## config.mk

```make
export PLATFORM = sky130hd
export DESIGN_NAME = sfx_arbiter
export DESIGN_NICKNAME = d
export VERILOG_FILES = /design/src/rtl/sfx_arbiter_pkg.sv /design/src/rtl/pulse_sync.sv /design/src/rtl/sfx_arbiter.sv
export SDC_FILE = /design/constraint.sdc
export NUM_CORES = 1
export LEC_CHECK = 0
export BUFFER_PORTS_ARGS = -buffer_cell sky130_fd_sc_hd__buf_2
export CAP_MARGIN = 20
export CORE_MARGIN = 3
export CORE_UTILIZATION = 30
export DETAILED_ROUTE_END_ITERATION = 8
export GPL_ROUTABILITY_DRIVEN = 0
export SLEW_MARGIN = 20
export SYNTH_ARGS = -nofsm -noshare
export SYNTH_HDL_FRONTEND = slang
export SYNTH_SLANG_ARGS = --single-unit
```

## constraint.sdc

```tcl
create_clock -name clk -period 2.63 [get_ports clk]
set_input_delay 0.526 -clock clk [delete_from_list [all_inputs] [get_ports clk]]
set_output_delay 0.526 -clock clk [all_outputs]
set_load 0.02 [all_outputs]
```

## src/rtl/sfx_arbiter_pkg.sv

```systemverilog
// Shared definitions for the SFX override arbiter: FSM state encodings and
// the positions of the four tone nibbles inside a 16-bit SFX word.
package sfx_arbiter_pkg;

    typedef enum logic [1:0] {
        SA_IDLE = 2'd0,
        SA_PLAY = 2'd1,
        SA_DONE = 2'd2
    } sa_state_e;

    localparam int SFX_W  = 16;
    localparam int TONE_W = 4;

    // Channel 0 lives in the top nibble so the word reads left-to-right as t0..t3.
    localparam int T0_LSB = 12;
    localparam int T1_LSB = 8;
    localparam int T2_LSB = 4;
    localparam int T3_LSB = 0;

    function automatic logic [TONE_W-1:0] tone_of(input logic [SFX_W-1:0] word, input int lsb);
        return word[lsb +: TONE_W];
    endfunction

endpackage

```

## src/rtl/pulse_sync.sv

```systemverilog
// Two-flop synchronizer followed by a registered rising-edge detector.
// Produces a one-cycle pulse three clk cycles after the async input rises.
module pulse_sync (
    input  logic clk,
    input  logic reset,
    input  logic async_in,
    output logic pulse
);

    // sync_q[0], sync_q[1] are the synchronizer stages; sync_q[2] holds the previous level.
    logic [2:0] sync_q, sync_d;
    logic       pulse_q, pulse_d;

    always_comb begin
        sync_d  = {sync_q[1:0], async_in};
        pulse_d = sync_q[1] & ~sync_q[2];
    end

    always_ff @(posedge clk or posedge reset) begin
        if (reset) begin
            sync_q  <= '0;
            pulse_q <= 1'b0;
        end else begin
            sync_q  <= sync_d;
            pulse_q <= pulse_d;
        end
    end

    assign pulse = pulse_q;

endmodule

```

## src/rtl/sfx_arbiter.sv

```systemverilog
// Round-robin owner of the APU tone-override path: grants one requester,
// drives its SFX tones for a number of note ticks, then pulses done.
module sfx_arbiter
    import sfx_arbiter_pkg::*;
#(
    parameter int NUM_REQ = 4,
    parameter int DUR_W   = 8
) (
    input  logic                     clk,
    input  logic                     reset,
    input  logic                     note_clk,
    input  logic                     abort,
    input  logic [NUM_REQ-1:0]       req,
    input  logic [NUM_REQ*16-1:0]    req_sfx,
    input  logic [NUM_REQ*DUR_W-1:0] req_dur,
    output logic [NUM_REQ-1:0]       grant,
    output logic                     active,
    output logic                     done,
    output logic [1:0]               owner,
    output logic [3:0]               ov_t0,
    output logic [3:0]               ov_t1,
    output logic [3:0]               ov_t2,
    output logic [3:0]               ov_t3
);

    logic tick;

    pulse_sync u_note_sync (
        .clk      (clk),
        .reset    (reset),
        .async_in (note_clk),
        .pulse    (tick)
    );

    logic [SFX_W-1:0] sfx_arr [NUM_REQ];
    logic [DUR_W-1:0] dur_arr [NUM_REQ];

    for (genvar gi = 0; gi < NUM_REQ; gi++) begin : g_unpack
        assign sfx_arr[gi] = req_sfx[SFX_W*gi +: SFX_W];
        assign dur_arr[gi] = req_dur[DUR_W*gi +: DUR_W];
    end

    // First set bit at or after ptr, wrapping; ptr itself when nothing is set.
    function automatic logic [1:0] rr_pick(input logic [NUM_REQ-1:0] r, input logic [1:0] ptr);
        logic [1:0] idx;
        logic       found;
        rr_pick = ptr;
        found   = 1'b0;
        for (int k = 0; k < NUM_REQ; k++) begin
            idx = ptr + 2'(k);
            if (!found && r[idx]) begin
                rr_pick = idx;
                found   = 1'b1;
            end
        end
    endfunction

    sa_state_e          state_q, state_d;
    logic [1:0]         rr_q, rr_d;
    logic [1:0]         owner_q, owner_d;
    logic [DUR_W-1:0]   remaining_q, remaining_d;
    logic [SFX_W-1:0]   sfx_q, sfx_d;
    logic [NUM_REQ-1:0] grant_q, grant_d;
    logic               active_q, active_d;
    logic               done_q, done_d;
    logic [1:0]         winner;

    assign winner = rr_pick(req, rr_q);

    always_comb begin
        state_d     = state_q;
        rr_d        = rr_q;
        owner_d     = owner_q;
        remaining_d = remaining_q;
        sfx_d       = sfx_q;
        grant_d     = '0;
        active_d    = active_q;
        done_d      = 1'b0;
        case (state_q)
            SA_IDLE: begin
                // A tick landing on this cycle is deliberately ignored: counting starts in PLAY.
                if (|req) begin
                    grant_d[winner] = 1'b1;
                    owner_d         = winner;
                    rr_d            = winner + 2'd1;
                    sfx_d           = sfx_arr[winner];
                    remaining_d     = (dur_arr[winner] == '0) ? DUR_W'(1) : dur_arr[winner];
                    active_d        = 1'b1;
                    state_d         = SA_PLAY;
                end
            end
            SA_PLAY: begin
                if (abort || (tick && remaining_q == DUR_W'(1))) begin
                    sfx_d    = '0;
                    active_d = 1'b0;
                    done_d   = 1'b1;
                    state_d  = SA_DONE;
                end else if (tick) begin
                    remaining_d = remaining_q - DUR_W'(1);
                end
            end
            SA_DONE: begin
                state_d = SA_IDLE;
            end
            default: begin
                sfx_d    = '0;
                active_d = 1'b0;
                state_d  = SA_IDLE;
            end
        endcase
    end

    always_ff @(posedge clk or posedge reset) begin
        if (reset) begin
            state_q     <= SA_IDLE;
            rr_q        <= '0;
            owner_q     <= '0;
            remaining_q <= '0;
            sfx_q       <= '0;
            grant_q     <= '0;
            active_q    <= 1'b0;
            done_q      <= 1'b0;
        end else begin
            state_q     <= state_d;
            rr_q        <= rr_d;
            owner_q     <= owner_d;
            remaining_q <= remaining_d;
            sfx_q       <= sfx_d;
            grant_q     <= grant_d;
            active_q    <= active_d;
            done_q      <= done_d;
        end
    end

    assign grant  = grant_q;
    assign active = active_q;
    assign done   = done_q;
    assign owner  = owner_q;
    assign ov_t0  = tone_of(sfx_q, T0_LSB);
    assign ov_t1  = tone_of(sfx_q, T1_LSB);
    assign ov_t2  = tone_of(sfx_q, T2_LSB);
    assign ov_t3  = tone_of(sfx_q, T3_LSB);

endmodule

```

==> results by group <==
Synthesis
  – Yosys warning count: 0
  – Asr flop ratio synth: 1.00
  – Synth area leaders: dfrtp_1 (39%), mux2i_1 (22%), a32o_1 (6.3%)
  – Syn_nets: 369
  – Yosys top cell area share: 0.392
  – Most frequent cell after synthesis: mux2i_1
  – Cell Area, Synth: 2550 um2
  – Post-synth top area cell: dfrtp_1
  – Post-synthesis instance total: 259
  – Ys flop type: dfrtp_1
  – Netlist cell types: 38
  – Top post-synthesis cells by count: mux2i_1 (56), dfrtp_1 (40), nand2_1 (38), a21oi_1 (16), a32o_1 (16)
  – Mean Syn Cell Area: 9.85 um2
  – Yosys reg bits: 40
  – Seq/Total Area, Yosys: 0.392
  – EDFF count, synth: 0

Setup path
  – Max Fanout on Critical Path: 31
  – Crit path largest cell delay: 520 ps
  – Reg-to-reg slack, setup: 310 ps
  – CP Launch Type: register
  – Slowest CP cell: or4_1
  – Worst path cell trace: nor3_1 > or3_1 > o311ai_4 > buf_12 > mux2i_1 > mux2i_1 > or4_1 > o21ai_1
  – Required time worst endpoint: 2850 ps
  – Reg2Reg Launch Point: rr_q[1]
  – CP Launch Point: rr_q[1]
  – Worst setup path class: register to register
  – Critical Path End Type: register
  – CP dominant cell by count: mux2i_1
  – Critical Path AT: 2540 ps

Clock tree
  – Post-CTS setup buffers: 0
  – # hold bufs at CTS: 0
  – CTS Buffer Depth: 2
  – Resized cells post-CTS: 0
  – Inserted Clock Buffers: 5
  – H-tree Lvls: 2
  – Reg clk slew, reported paths: 80 ps
  – CTS tree: yes
  – Clock Sinks: 40
  – Worst-skew pair later-pin latency: 290 ps
  – CTS root buffer: clkbuf_8

Place
  – DP HPWL: 5210 um
  – Buffers on Ports: 127
  – Dpl cell area: 3340 um2

Global route
  – Initial antenna violation count: 0
  – First-pass GRT wire length: 11100 um
  – Grt ovf: 0
  – Number of global-route vias before repair: 2330
  – Total GRT Usage: 0.141
  – Largest net degree at the start of global routing: 41

Floorplanning
  – Initial Util: 0.310
  – Die width: 98.2 um
  – Die Y: 98.2 um
  – Num ports: 128
  – Placeable Area: 8220 um2
  – # rows: 33
  – Die Area: 9650 um2

Power
  – Power Internal: 0.00206 W
  – Sw power: 0.00161 W
  – P per Cell Area: 1070 nW/um2
  – Power, Total: 0.00368 W
  – Net switching fraction of the power: 0.439
  – Part of the power in registers: 0.286
  – Static Leak: 1.83 nW
  – Clock network power share: 0.137
  – Peak VDD IR: 0.000425 V
  – Comb pwr share: 0.577

Timing
  – Fin crit period: 2320 ps
  – Setup TNS: 0 ps
  – Final Setup Violations: 0
  – Worst slew pin tran: 530 ps
  – Clk_skew: 4.66 ps
  – Final hold vios: 0
  – Max Fclk: 431 MHz
  – Tcrit/Tclk final: 0.882
  – Max-slew violation count: 0
  – RSZ-0062 raised after global routing: false
  – Worst slew margin: 0.645

Cells and area
  – Design area: 3450 um2
  – # diodes: 0
  – Final #Nets: 501
  – Layout Area Growth over Synthesis: 35.1%
  – Layout cell share with drive strength beyond 1: 0.403

Min path
  – Hold WC Path Type: input port to asynchronous set/reset pin

Detailed routing
  – Antenna-violating nets left: 0
  – Drt total wl: 6930 um
  – Via count: 2429
  – Drt wl/cell: 13.9 um
  – Via density: 4.89
  – Starting DRT DRC Count: 76
  – 1st-pass router iterations: 4
  – DRC Markers: 0

Run
  – Max-cap viol count: 0

Status
  – Status: complete, no violations
## final timing paths
| kind | endpoint | cells after the start |
|---|---|---|
| max in group asynchronous | remaining_q[1] | 3 |
| min reg2reg | u_note_sync.sync_q[1] | 0 |
| min in group clk | u_note_sync.sync_q[0] | 1 |
| max | remaining_q[0] | 8 |
| min | u_note_sync.sync_q[0] | 3 |
| max reg2reg | remaining_q[0] | 8 |
## power groups by stage
stage | sequential [W] | clock (W) | combinational [W]
floorplan | 0.00123 | 0 | 0.00135
global placement | 0.00106 | 0 | 0.00211
detailed placement | 0.00106 | 0 | 0.00215
CTS | 0.00106 | 0.000522 | 0.00215
global route | 0.00109 | 0.000545 | 0.00236
finish | 0.00105 | 0.000503 | 0.00212
## cells by family after synthesis
| logic type | share of synthesized area |
|---|---|
| flip-flops | 0.392 |
| AND/OR/NAND/NOR | 0.146 |
| buffers and inverters | 0.0495 |
| adder cells (fa/ha/maj) | 0.0294 |
| AO/OA/AOI/OAI | 0.154 |
| multiplexers | 0.229 |
## area by class of cell
type / instances / area (um2)
Fill cell: 835 / 4770
Multi-Input combinational cell: 196 / 1430
Sequential cell: 40 / 1000
Timing Repair Buffer: 140 / 746
Tap cell: 105 / 131
Clock buffer: 6 / 72.6
Clock inverter: 2 / 35.0
Inverter: 8 / 31.3
## sequential cells by signal (all words and copies together), names as in the netlist
register / cells
active: 1
done: 1
grant: 4
owner: 2
remaining_q: 8
rr_q: 2
sfx_q: 16
state_q: 2
u_note_sync.pulse: 1
u_note_sync.sync_q: 3
## cells in the final DEF, fill, tap and decap left out, types with 9 or more instances in the layout
master | Yosys | final
nand2_1 | 38 | 38
dfrtp_1 | 40 | 40
mux2i_1 | 56 | 56
o21ai_0 | 9 | 9
a21oi_1 | 16 | 16
buf_4 | 0 | 12
buf_2 | 1 | 127
nor2_1 | 12 | 12
a32o_1 | 16 | 16
## critical path: cells and delay by family, from the launching register on
kind                   cells  cell delay [ps]
flip-flops                 1              430
buffers and inverters      1              280
AO/OA/AOI/OAI              2              220
multiplexers               2              360
AND/OR/NAND/NOR            3              940
## layer usage
metal	global-route usage	routed length, um
met5	0	0
met4	0.0221	44
met3	0.0607	691
met2	0.217	3150
met1	0.190	3040
## metrics by stage
step / worst slack (ps) / utilization / std cells / hold WS, ps
after floorplan: 395 / - / 259 / 331
after detailed placement: 83.2 / 0.406 / 489 / 335
after CTS: 291 / 0.419 / 497 / 321
after global routing: 177 / 0.419 / 497 / 322
final: 310 / 0.419 / 497 / 332
after global placement: 117 / 0.406 / 489 / 335
Power figures use the tool's default switching activity.
